`src/rtl/temporizador_descendente_if.sv`:
```
// Control/status bundle for temporizador_descendente: the start/stop/en/load_val
// request side and the count/busy/done status side.
interface temporizador_descendente_if #(
  parameter int WIDTH = 8
);
  logic             start;
  logic             stop;
  logic             en;
  logic [WIDTH-1:0] load_val;
  logic [WIDTH-1:0] count;
  logic             busy;
  logic             done;

  modport master (
    output start, stop, en, load_val,
    input  count, busy, done
  );

  modport slave (
    input  start, stop, en, load_val,
    output count, busy, done
  );
endinterface

```
`src/rtl/temporizador_descendente.sv`:
```
// Down-counting timer with IDLE/RUN/DONE Moore FSM.
// Loads load_val on start, decrements once per cycle with en high, and
// flags done for the cycle in which the count reaches zero.
// Optional feature: define TEMPORIZADOR_AUTO_RELOAD_EN to reload from
// load_val after DONE instead of returning to IDLE (periodic done pulse).
module temporizador_descendente #(
  parameter int WIDTH = 8
) (
  input  logic                      clk,
  input  logic                      rst,
  temporizador_descendente_if.slave bus
);

  typedef enum logic [1:0] {
    IDLE = 2'd0,
    RUN  = 2'd1,
    DONE = 2'd2
  } state_t;

  localparam logic [WIDTH-1:0] ZERO = '0;
  localparam logic [WIDTH-1:0] ONE  = {{(WIDTH-1){1'b0}}, 1'b1};

  state_t           state_q, state_d;
  logic [WIDTH-1:0] count_q, count_d;
  logic             busy_q, busy_d;
  logic             done_q, done_d;

  // Next-state and next-count decode; busy/done follow the next state so the
  // registered flags always match the state register.
  always_comb begin
    state_d = state_q;
    count_d = count_q;
    case (state_q)
      IDLE: begin
        // start wins over a simultaneous stop here; stop only matters later
        if (bus.start) begin
          if (bus.load_val == ZERO) begin
            state_d = DONE;
            count_d = ZERO;
          end else begin
            state_d = RUN;
            count_d = bus.load_val;
          end
        end
      end
      RUN: begin
        if (bus.stop) begin
          state_d = IDLE;
        end else if (bus.en) begin
          // count <= 1 covers the terminal tick and guards against any wrap
          if (count_q <= ONE) begin
            state_d = DONE;
            count_d = ZERO;
          end else begin
            count_d = count_q - ONE;
          end
        end
      end
      DONE: begin
        if (bus.stop) begin
          state_d = IDLE;
        end else begin
`ifdef TEMPORIZADOR_AUTO_RELOAD_EN
          if (bus.load_val == ZERO) begin
            state_d = DONE;
            count_d = ZERO;
          end else begin
            state_d = RUN;
            count_d = bus.load_val;
          end
`else
          state_d = IDLE;
          count_d = ZERO;
`endif
        end
      end
      default: begin
        state_d = IDLE;
        count_d = ZERO;
      end
    endcase
    busy_d = (state_d == RUN);
    done_d = (state_d == DONE);
  end

  // State, count and status registers with synchronous reset.
  always_ff @(posedge clk) begin
    if (rst) begin
      state_q <= IDLE;
      count_q <= ZERO;
      busy_q  <= 1'b0;
      done_q  <= 1'b0;
    end else begin
      state_q <= state_d;
      count_q <= count_d;
      busy_q  <= busy_d;
      done_q  <= done_d;
    end
  end

  assign bus.count = count_q;
  assign bus.busy  = busy_q;
  assign bus.done  = done_q;

endmodule

```
`src/flat_wrapper.sv`:
```
// flat-port wrapper written by rule: the top's interface ports become plain ports
module temporizador_descendente_flat 
#(
  parameter int WIDTH = 8
)
  (clk, rst, bus_start, bus_stop, bus_en, bus_load_val, bus_count, bus_busy, bus_done);
  temporizador_descendente_if #(.WIDTH(WIDTH)) bus_i ();
  input  logic clk;
  input  logic rst;
  input wire logic [$bits(bus_i.start)-1:0] bus_start;
  input wire logic [$bits(bus_i.stop)-1:0] bus_stop;
  input wire logic [$bits(bus_i.en)-1:0] bus_en;
  input wire logic [$bits(bus_i.load_val)-1:0] bus_load_val;
  output wire logic [$bits(bus_i.count)-1:0] bus_count;
  output wire logic [$bits(bus_i.busy)-1:0] bus_busy;
  output wire logic [$bits(bus_i.done)-1:0] bus_done;
  assign bus_i.start = bus_start;
  assign bus_i.stop = bus_stop;
  assign bus_i.en = bus_en;
  assign bus_i.load_val = bus_load_val;
  assign bus_count = bus_i.count;
  assign bus_busy = bus_i.busy;
  assign bus_done = bus_i.done;
  temporizador_descendente #(.WIDTH(WIDTH)) u_core (.clk(clk), .rst(rst), .bus(bus_i));
endmodule
```
`config.mk`:
```
export PLATFORM = sky130hd
export DESIGN_NAME = temporizador_descendente_flat
export DESIGN_NICKNAME = d
export VERILOG_FILES = /design/src/rtl/temporizador_descendente_if.sv /design/src/rtl/temporizador_descendente.sv /design/src/flat_wrapper.sv
export SDC_FILE = /design/constraint.sdc
export NUM_CORES = 1
export LEC_CHECK = 0
export ABC_CLOCK_PERIOD_IN_PS = 4700
export CAP_MARGIN = 5
export CORE_UTILIZATION = 29
export CTS_BUF_LIST = sky130_fd_sc_hd__clkbuf_4
export DETAILED_ROUTE_END_ITERATION = 16
export GPL_TIMING_DRIVEN = 0
export PLACE_DENSITY_LB_ADDON = 0.12
export SYNTH_ARGS = -nofsm -noshare
export SYNTH_HDL_FRONTEND = slang
export SYNTH_SLANG_ARGS = --single-unit
```
`constraint.sdc`:
```
create_clock -name clk -period 4.7 [get_ports clk]
set_input_delay 0.705 -clock clk [delete_from_list [all_inputs] [get_ports clk]]
set_output_delay 0.705 -clock clk [all_outputs]
set_load 0.02 [all_outputs]
```
==> results of run 1 <==
==> metal layers <==
layer | global-route usage (%) | vias up | part of all wire [%]
met5 | 0 | - | 0
met4 | 3.95 | 0 | 0.76
met3 | 6.67 | 2 | 6.5
met2 | 25.1 | 26 | 45
met1 | 21.4 | 354 | 48
li1 | - | 403 | -
==> sequential cells by signal (all words and copies together) (netlist names) <==
name	cells
u_core.bus.done	1
u_core.state_q	2
u_core.bus.count	8
u_core.bus.busy	1
==> cells by family (layout without fill, tap and decap cells) <==
group,count (synthesis),count (layout),synth area share (%)
compound gates,27,27,25.4
buf+inv,11,37,6.86
simple gates,40,40,32.3
fa+ha+maj,2,2,3.34
flops,12,12,32.1
==> critical path: stages <==
cell             delay (ps)
clkdlybuf4s50_1         460
nor2b_1                 150
o21ai_0                 120
and3_1                  260
clkbuf_1                370
a21oi_1                  80
o32ai_1                 250
==> how the worst min path moves through the flow <==
stage / cells after the start / slack (ps) / to / from
finish: 2 / 510 / u_core.bus.count[1] / u_core.bus.count[1]
CTS: 2 / 510 / u_core.bus.count[1] / u_core.bus.count[1]
floorplan: 2 / 560 / u_core.bus.count[1] / u_core.bus.count[1]
global route: 2 / 540 / u_core.bus.count[1] / u_core.bus.count[1]
global placement: 2 / 490 / u_core.bus.count[1] / u_core.bus.count[1]
detailed placement: 2 / 490 / u_core.bus.count[1] / u_core.bus.count[1]
==> layout make-up <==
class	count	area [um^2]	share of cell area, %
plain buffers	4	25.0	2.42
clock buffers	3	22.5	2.18
well taps	30	37.5	3.64
repair buffers	22	220	21.3
clock inverters	1	3.75	0.364
multi-input cells	69	457	44.2
inverters	7	26.3	2.55
flip-flops and latches	12	240	23.3
==> placed cells by master, fill, tap and decap left out, types with 2 or more instances in the layout <==
cell,Yosys,layout
nor2b_1,3,3
a32oi_1,3,3
or4_4,2,2
inv_1,7,7
a31oi_1,3,3
nor2_1,7,7
clkbuf_1,3,3
o32ai_1,3,3
a21oi_1,5,5
nor3_1,4,4
clkbuf_4,0,3
dfxtp_1,12,12
nor4_1,3,3
clkdlybuf4s50_1,0,22
nand2b_1,2,2
ha_1,2,2
nand3_1,2,2
o21ai_0,4,4
nand2_1,8,8
==> per-stage QoR <==
step,std cells,util [%],power (mW),setup WS (ps)
5_1_grt,148,42.0,0.329,2360
2_1_floorplan,92,-,0.196,2800
3_5_place_dp,144,41.0,0.240,2220
3_3_place_gp,144,41.0,0.241,2190
6_report,148,42.0,0.306,2500
4_1_cts,148,42.0,0.311,2510
==> power groups by stage <==
stage	Sequential [mW]	Clock (mW)	Combinational, mW
2_1_floorplan	0.131	0	0.0656
3_3_place_gp	0.123	0	0.118
3_5_place_dp	0.123	0	0.117
4_1_cts	0.121	0.0721	0.118
5_1_grt	0.122	0.0769	0.130
6_report	0.120	0.0678	0.118
==> results, run 1 <==
- The net switching share of the total power is 35.8%.
- The quantity of hold-fixing buffers added after cts is 0.
- The share of total power dissipated in the clock network is 22.2%.
- For the pin with the worst max-slew slack, the measured transition is just over 600 ps.
- The detail route stage leaves a number of antenna-violating nets equal to 0.
- STA puts the critical path data arrival time at roughly 2400 ps.
- The worst register-to-register path has a setup slack of 2660 ps.
- The number of maximum-capacitance constraint violations is 0.
- In the synthesized netlist the dominant register cell turns out to be dfxtp_1.
- At the later pin of the worst-skew pair, clock insertion delay measures around 280 ps.
- The total CTS buffers is 3.
- In this run the static leakage power is between 0.3 and 0.4 nW.
- The run finished with clean final reports.
- The design internal power is 0.196 mW.
- The post-synthesis cell type count is 36.
- The fraction of registers with async set/reset is 0%.
- The finished cells cover 1030 um^2.
- Once the clock tree was built, the setup fixing pass inserted 0 buffers.
- The total routing resource utilization after global routing is 16.5%.
- The clock period minus worst slack is 2200 ps.
- The number of top-level pins is 23.
- The average via count per standard cell is ~5.3.
- The average routed wire per standard cell is between 10 and 15 um.
- The floorplan has 18 rows.
- Timing would allow up to 0.454 GHz.
- The violation count after the first detailed-routing iteration is 14.
- The warning count from the yosys run is 0.
- The aggregate negative setup slack is 0 ps.
- After synthesis the cells add up to 748 um^2.
- Input and output buffers added on the ports amount to 22.
- Measured against its own limit, the worst slew margin works out to 58.4%.
- The horizontal die dimension is around 53 um.
- The initial antenna violation count is 0.
- The number of max-slew violations in the final report is 0.
- The worst-case IR drop observed on VDD is 0.162 mV.
- The worst setup path is launched from a primary input.
- The clock transition at the registers of the reported paths is 80 ps.
- The number of buffers on the longest clock path is 2.
- The fraction of the yosys area taken by sequential cells is 32.1%.
- The termination of the worst setup path is u_core.bus.count[2].
- The total inserted antenna cells is 0.
- The total power per unit cell area is 296 nW/um^2.
- The number of fillers in the final layout is 270.
- The post-cts gate resize count is 0.
- The mean area per synthesized cell is 8.13 um^2.
- The die footprint is around 2800 um^2.
- Synthesis inferred 12 register bits.
- The detailed-route wire length is 1970 um.
- The first detailed-routing pass ran for 4 iterations.
- For this run, design rule violations remaining after detail routing come to 0.
- The source of the worst register-to-register timing path is u_core.bus.count[0].
- The CTS tree is built.
- The hold violation total from the final report is 0.
- The critical path starts at bus_en.
- The worst clock skew is 3.68 ps.
- The first global-routing pass estimated 3250 um of wire.
- Sequential cells account for 39.4% of the total power.
- The number of cells produced by synthesis is slightly above 90.
- The number of enable-type register cells in the synthesized netlist is 0.
- The total vias in the final route is 785.
- The largest area contributor in the synthesized netlist is dfxtp_1.
- Once placement finished, the instance area stood at 1010 um^2.
- Detailed placement finished with a half-perimeter wire length of 1530 um.
- On the final layout, the worst hold slack is 509 ps.
- The critical path in this run is classified as in -> reg.
- After synthesis, the most frequently instantiated cells are 12 x dfxtp_1, 8 x nand2_1, 7 x inv_1, 7 x nor2_1, 5 x a21oi_1.
- The number of failing setup endpoints in the final timing report is 0.
- The path class of the lowest-slack min-delay path is reg -> reg.
- The proportion of netlist area held by the largest area contributor is 32.1%.
- The layout-stage area growth over the synthesis result is 38.0%.
- For the worst setup path, the data required time is between 4000 and 5000 ps.
- The maximum number of pins on one net before global-route repair is 11.
- The final layout net count is between 100 and 150.
- The net count after synthesis is 107.
- The most instantiated library cell after synthesis is dfxtp_1.
- The aggregate global routing overflow is 0.
- The worst setup path is captured at a flop.
- The fraction of layout instances using a drive strength above 1 is 9.32%.
- Setup repair after global routing left no endpoint under its margin.
- The endpoint identified for the worst register-to-register timing path is u_core.bus.count[2].
- The worst reg2reg path depth is 7.
- Once the floorplan was initialized, standard cells occupied 30.5% of the core.
- The routability-driven placement congestion ratio is approximately 0.82.
- The net switching power of the design is 0.110 mW.
- The combinational group share of total power is between 30% and 40%.
- The core region area is between 2000 and 2500 um^2.
- In this run the number of H-tree levels came out at 1.
- The maximum fanout encountered on the critical timing path is 10.
- The via count of the first global-routing pass came to 698.
- The portion of the clock cycle consumed by the worst path in the final layout is 46.8%.
- By area the synthesized netlist is led by dfxtp_1 32%, nand2_1 4.0%, inv_1 3.5%.
- The die span in y is 52.8 um.
- In this run the clock root is driven by a clkbuf_4.
- The count of clock tree sinks is 12.
No activity file was read; power rests on OpenSTA's default activity.
==> run 2, diff against run 1 <==
Settings changed: ABC_CLOCK_PERIOD_IN_PS 4700 to 1810.
Clock period 4.7 ns to 1.81 ns, I/O delays scaled along.
==> run 2 against run 1 <==
The run now ends with setup timing left. Setup slack worse by 2500 ps. Sequential power increased to 2.6 times the previous value. Power increased to 3.1 times the previous value. Final cell count grew 5.4%. Sequential share of layout area shrank 2.3 points. First-iteration DRC count up 14%. Die area did not move. Non-clock buffer count grew 7. Utilization grew 7.0 points. Cell area is 17% higher. Critical path type is now reg -> reg. Critical endpoint is now u_core.bus.count[1]. Highest routed layer unchanged.
==> results, run 2 (synthesized netlist as in run 1, its figures left out) <==
- The flow ran to the end, but the final reports show violations.
- The checks that failed: setup timing.
- The path with the worst hold slack has its endpoint at u_core.bus.count[0].
- The net switching share of the total power is 36.6%.
- The start point of the worst min-delay path is u_core.bus.count[0].
- The maximum number of pins on one net before global-route repair is 12.
- The sequential share of power is between 30 and 40%.
- The final routed DRC violation total is 0.
- u_core.bus.count holds more flip-flops than any other register.
- The worst register-to-register path ends at u_core.bus.count[1].
- Port buffering added 22 buffers.
- The detail route stage leaves a number of antenna-violating nets equal to 0.
- The flip-flop count of the largest register after layout is 8.
- The starting density of the core is between 30 and 40%.
- Of the total power, combinational logic draws 44.8%.
- The path class of the tightest hold or removal check is reg -> reg.
- Setup slack on the critical path of the routed design comes to -41.0 ps.
- The count of clock tree sinks is 12.
- In the layout the commonest cells are 22 x clkdlybuf4s50_1, 8 x nand2_1, 8 x dfxtp_1.
- The die is 52.8 um wide.
- At the worst endpoint, the required time is 1950 ps.
- The detailed-route wire length is 2470 um.
- The CTS tree is built.
- The analysis attributes to net switching a power of 0.343 mW.
- The number of maximum-capacitance constraint violations is 0.
- The hold violation total from the final report is 0.
- The static leakage is 0.428 nW.
- The core region area is around 2500 um^2.
- The worst register-to-register path begins at u_core.bus.count[4].
- The global-route wire length before repair is about 3800 um.
- STA puts the critical path data arrival time at ~2000 ps.
- For this run, the number of standard cells in the final layout without fillers is 156.
- The worst-case IR drop observed on VDD is 0.490 mV.
- At the end of the flow, the number of nets in the layout was 142.
- The final HPWL from detailed placement is 1590 um.
- The number of antenna diodes in the final layout is 0.
- Of the cells placed in the final design, the portion with a size suffix greater than 1 is 31.0%.
- The clock transition at the registers of the reported paths is 90 ps.
- The maximum clock frequency is about 0.54 GHz.
- Headroom to the max-slew limit came out at between 40% and 50%.
- Subtracting the final worst setup slack from the clock period gives about 1900 ps.
- The total routing resource utilization after global routing is 19.3%.
- The worst setup path is of the reg -> reg kind.
- The number of buffers on the longest clock path is 2.
- Dividing the final minimum period by the clock period gives 102%.
- In this run the worst path has a maximum fanout of 3.
- The total power per unit cell area is 779 nW/um^2.
- The worst reg-to-reg setup slack is -40 ps.
- The site row count is 18.
- The largest registers in the layout are u_core.bus.count: 8 flops, u_core.state_q: 2 flops.
- The type of destination of the critical path is a flop.
- The via count of the first global-routing pass is just over 800.
- The layout-stage area growth over the synthesis result is 60.9%.
- For this block, the via count after detailed routing is 895.
- The number of max-slew violations in the final report is 0.
- In this run the clock root is driven by a clkbuf_4.
- The average via count per standard cell is 5.74.
- Internal power comes to slightly below 0.6 mW.
- The routability-driven placement congestion ratio is 0.843.
- The violation count after the first detailed-routing iteration is 16.
- The die footprint is approximately 2800 um^2.
- The kind of start point of the critical path is a flop.
- The total CTS buffers is 3.
- The worst hold margin is 548 ps.
- The clock insertion delay at the later pin of the skew report is 290 ps.
- The initial antenna violation count is 0.
- For the worst flop-to-flop path, the logic depth is 5.
- Setup repair after global routing could not meet its margin everywhere.
- Along the worst hold path, the cell count comes to 2.
- The slew of the pin with the lowest slew margin is 803 ps.
- The number of placed instances with taps included is 144.
- The die is 52.8 um tall.
- After global routing the overflow that remains totals 0.
- The first detailed-routing pass took 4 iterations.
- The number of top-level pins is 23.
- The number of failing setup endpoints in the final timing report is 2.
- The library cell used most frequently in the layout, excluding fill and tap cells, is clkdlybuf4s50_1.
- CTS built an H-tree with a depth of 1.
- The portion of total power attributed to the clock network is a little over a fifth.
- After detailed routing, the average wire length per cell comes to 15.8 um.
- The worst clock skew is 10.1 ps.
-- run 2: worst max-delay path by stage --
stage | start | end | slack [ps] | cells past startpoint
3_5_place_dp | bus_en | u_core.bus.count[2] | -260 | 7
2_1_floorplan | u_core.bus.count[4] | u_core.bus.count[0] | 2 | 5
6_report | u_core.bus.count[4] | u_core.bus.count[1] | -40 | 5
4_1_cts | u_core.bus.count[3] | u_core.bus.count[1] | -20 | 5
3_3_place_gp | bus_en | u_core.bus.count[0] | -250 | 7
5_1_grt | u_core.bus.count[4] | u_core.bus.count[1] | -60 | 5
-- run 2: timing repair --
item / 4_1_cts / 5_1_grt
endpoints found under the setup margin: 10 / 10
setup buffers: 4 / 3
hold buffers: 0 / 0
gates cloned: 1 / 0
endpoints found under the hold margin: 0 / 0
pin swaps: 3 / 7
resized for setup: 5 / 19
-- run 2: layout make-up --
| class | instances | area (um^2) |
|---|---|---|
| Multi-Input combinational cell | 70 | 554 |
| Inverter | 7 | 28.8 |
| Clock buffer | 4 | 30.0 |
| Fill cell | 249 | 1250 |
| Sequential cell | 12 | 253 |
| Tap cell | 30 | 37.5 |
| Buffer | 4 | 27.5 |
| Timing Repair Buffer | 29 | 273 |
-- run 2: layer usage --
metal / track usage [%] / vias up / wire length, um
met5: 0 / - / 0
li1: - / 421 / -
met3: 2.61 / 7 / 146
met4: 9.21 / 0 / 53
met1: 25.0 / 427 / 1050
met2: 31.2 / 40 / 1220
-- run 2: critical path, stage by stage (launching register included) --
cell and delay [ps]:
dfxtp_4 350, or4_4 570, or4_4 460, a31oi_1 160
or3_1 110, a21oi_1 50
-- run 2: power by group through the flow --
stage / Sequential, mW / Combinational (mW) / Clock [mW]
2_1_floorplan: 0.342 / 0.175 / 0
3_3_place_gp: 0.322 / 0.310 / 0
3_5_place_dp: 0.323 / 0.311 / 0
4_1_cts: 0.312 / 0.355 / 0.211
5_1_grt: 0.319 / 0.447 / 0.221
6_report: 0.315 / 0.420 / 0.202
-- run 2: stage by stage --
step / total power, mW / setup TNS, ps / setup slack, ps / utilization (%) / instance area, um^2
after floorplan: 0.517 / 0 / 1.90 / - / 762
after global placement: 0.632 / -1610 / -246 / 41.5 / 1020
after detailed placement: 0.634 / -1570 / -262 / 41.5 / 1020
after CTS: 0.878 / -24.8 / -17.4 / 45.0 / 1100
after global routing: 0.986 / -220 / -62.9 / 49.0 / 1200
final: 0.937 / -51.7 / -41.0 / 49.0 / 1200
==> run 3, diff against run 2 <==
Settings changed: CAP_MARGIN 5 to default, CELL_PAD_IN_SITES_DETAIL_PLACEMENT from default to 2, CELL_PAD_IN_SITES_GLOBAL_PLACEMENT from default to 2, CORE_UTILIZATION 29 to 24.
==> run 3 against run 2 <==
The flow finishes with violations (DRC, setup timing). Global-route usage down 0.73 points. Cell area up 3.2%. Critical path depth is the same. Largest power group unchanged. Critical endpoint unchanged. Via count shrank 0.45%.
==> results, run 3 (synthesized netlist as in run 1, its figures left out) <==
- The reg-to-reg critical path endpoint is u_core.bus.count[1].
- The post-detailed-route count of antenna-violating nets is 0.
- The worst hold path passes through 2 cells.
- The buffering stage count on the worst path with inverters included is 0.
- In the final layout, the share of cells above drive strength 1 is 32.0%.
- Among all stages on the critical path, the largest delay is contributed by or4_4.
- The worst slew margin relative to its limit is 49.9%.
- Static timing analysis puts the maximum clock frequency at 0.526 GHz.
- For this configuration, the core starts out at a cell density of 26.2%.
- The CTS tree is built.
- The clock period minus worst slack is 1900 ps.
- Dividing the detail-routed wire length by the instance count gives 19.9 um.
- The hold violation total from the final report came to 0.
- The die footprint is 3340 um^2.
- In this run the number of H-tree levels came out at 1.
- The routability-driven placement congestion ratio is around 0.85.
- Among cell families on the critical path, the largest total delay comes from simple AND/OR/NAND/NOR gates.
- After floorplanning, the core was divided into 19 placement rows.
- In the layout the commonest cells are 22 x clkdlybuf4s50_1, 8 x dfxtp_1, 7 x nand2_1.
- The horizontal die dimension is 57.8 um.
- In the final layout, the registers with the most flip-flops are u_core.bus.count: 8 flops, u_core.state_q: 2 flops.
- The region available for standard cell placement spans 2850 um^2.
- The aggregate global routing overflow is 0.
- The run finished, with violations left.
- The worst clock skew is approximately 12 ps.
- For the worst-skew pair, the clock arrives at the later sink with an insertion delay of 290 ps.
- STA puts the critical path data arrival time at ~2100 ps.
- For flop-to-flop paths, the worst setup slack is -90 ps.
- The register with the most flip-flops in the final layout is u_core.bus.count.
- The number of antenna diodes in the final layout is 0.
- Measured in cells, the most critical reg-to-reg path has a length of 5.
- The number of max-slew violations in the final report is 0.
- The first TritonRoute pass finished after 10 iterations.
- The first global-routing pass estimated between 4000 and 5000 um of wire.
- In this run the power density over the cells is a little under 800 nW/um^2.
- The number of buffers on the longest clock path is 2.
- The layout-stage area growth over the synthesis result is 66.1%.
- The total CTS buffers is 3.
- Global routing used between 10% and 20% of the available tracks across all layers.
- Along the worst path, the maximum fanout reaches 3.
- The worst setup path is launched from a flop.
- The via count of the first global-routing pass came to between 800 and 900.
- Overall power consumption after layout is estimated at 0.986 mW.
- The slew of the pin with the lowest slew margin is 745 ps.
- The largest incremental delay on the critical path is about 570 ps.
- The path class of the lowest-slack min-delay path is reg -> reg.
- The total vias in the final route is 891.
- The most common cell type on the critical path is or4_4.
- For this design the top-level I/O count stands at 23.
- STA puts the critical path data required time at 1970 ps.
- The worst hold path terminates at u_core.bus.count[1].
- After detailed routing, the number of remaining DRC violations is 2.
- The library cell used most frequently in the layout, excluding fill and tap cells, is clkdlybuf4s50_1.
- The clock transition at the registers of the reported paths is 90 ps.
- Clock tree synthesis selected as its root buffer the cell clkbuf_4.
- The setup path with the least slack is of type reg -> reg.
- The final reports fail on DRC, setup timing.
- Dividing the detail-routed via count by the number of cells gives 5.71.
- The detailed router finished its first iteration with 18 violations.
- The highest ir drop seen on vdd is 0.424 mV.
- The clock net in this run drives a total of 12 sinks.
- In this run the vertical extent of the chip is between 50 and 60 um.
- Cells fill between 40% and 50% of the core in the end.
- After layout, the worst setup slack is -92.1 ps.
- The number of failing setup endpoints in the final timing report is 7.
- For this design, the CTS-stage hold fixing added 0 buffers.
- At the placement stage, the worst setup path has a slack of -406 ps.
- Of the available clock period, the critical path in the final layout requires 105%.
- After legalization and detailed placement, the total HPWL measured approximately 2100 um.
- The initial antenna violation count is 0.
- The startpoint identified for the worst hold timing path is u_core.bus.count[1].
- The critical path goes through or4_4, or4_4, a31oi_4, or3_1, a21oi_1.
- The final layout net count is 141.
- The detailed-route wire length is a little over 3000 um.
- The flip-flop count of the largest register after layout is 8.
- The startpoint identified for the worst register-to-register timing path is u_core.bus.count[3].
- Across the run, the number of max-cap violations was 0.
- Final hold analysis gives a worst-case slack of 521 ps.
- Setup repair after global routing could not meet its margin everywhere.
- STA classifies the critical path endpoint as a flop.
- The maximum number of pins on one net before global-route repair is 12.
- The static leakage is 0.429 nW.
- In this run the tool buffered the top-level ports with 22 buffer cells.
-- run 3: final cells by class --
cell class	instances	area, um^2
multi-input cells	70	588
well taps	31	38.8
clock buffers	4	30.0
repair buffers	28	277
plain buffers	4	27.5
inverters	7	26.3
fillers	328	1610
flip-flops and latches	12	255
-- run 3: routing by layer --
metal,wire length (um),global-route usage (%)
met5,0,0
met4,40,8.16
met3,146,3.35
met2,1560,30.4
met1,1360,24.0
-- run 3: worst register-to-register path, delay by kind of cell (launching register included) --
kind	cells	cell delay (ps)
and+or+nand+nor	3	1170
DFF	1	360
AOI/OAI and AO/OA	2	250
-- run 3: worst max-delay path by stage --
stage / to / from / cells after the start
3_3_place_gp: u_core.bus.count[5] / bus_en / 7
4_1_cts: u_core.bus.count[1] / u_core.bus.count[3] / 5
2_1_floorplan: u_core.bus.count[0] / u_core.bus.count[4] / 5
5_1_grt: u_core.bus.count[6] / u_core.bus.count[0] / 7
6_report: u_core.bus.count[1] / u_core.bus.count[3] / 5
3_5_place_dp: u_core.bus.count[0] / bus_en / 7
-- run 3: repair_timing --
action,CTS,global route
setup buffers,5,1
pin swaps,8,7
hold endpoints to repair,0,0
cloned,1,0
gates resized for setup,10,23
setup endpoints to repair,10,10
-- run 3: through the flow --
step,instances,setup TNS [ps],area [um^2]
final,156,-323,1240
after global routing,156,-1060,1240
after CTS,155,-107,1140
after detailed placement,145,-2800,1020
after global placement,145,-1780,1020
after floorplan,92,0,762
-- run 3: power by group --
part           switching (mW)  total [mW]  internal [mW]
combinational           0.246       0.464          0.219
clock                   0.106       0.207          0.101
sequential             0.0283       0.315          0.287
total                   0.380       0.986          0.606
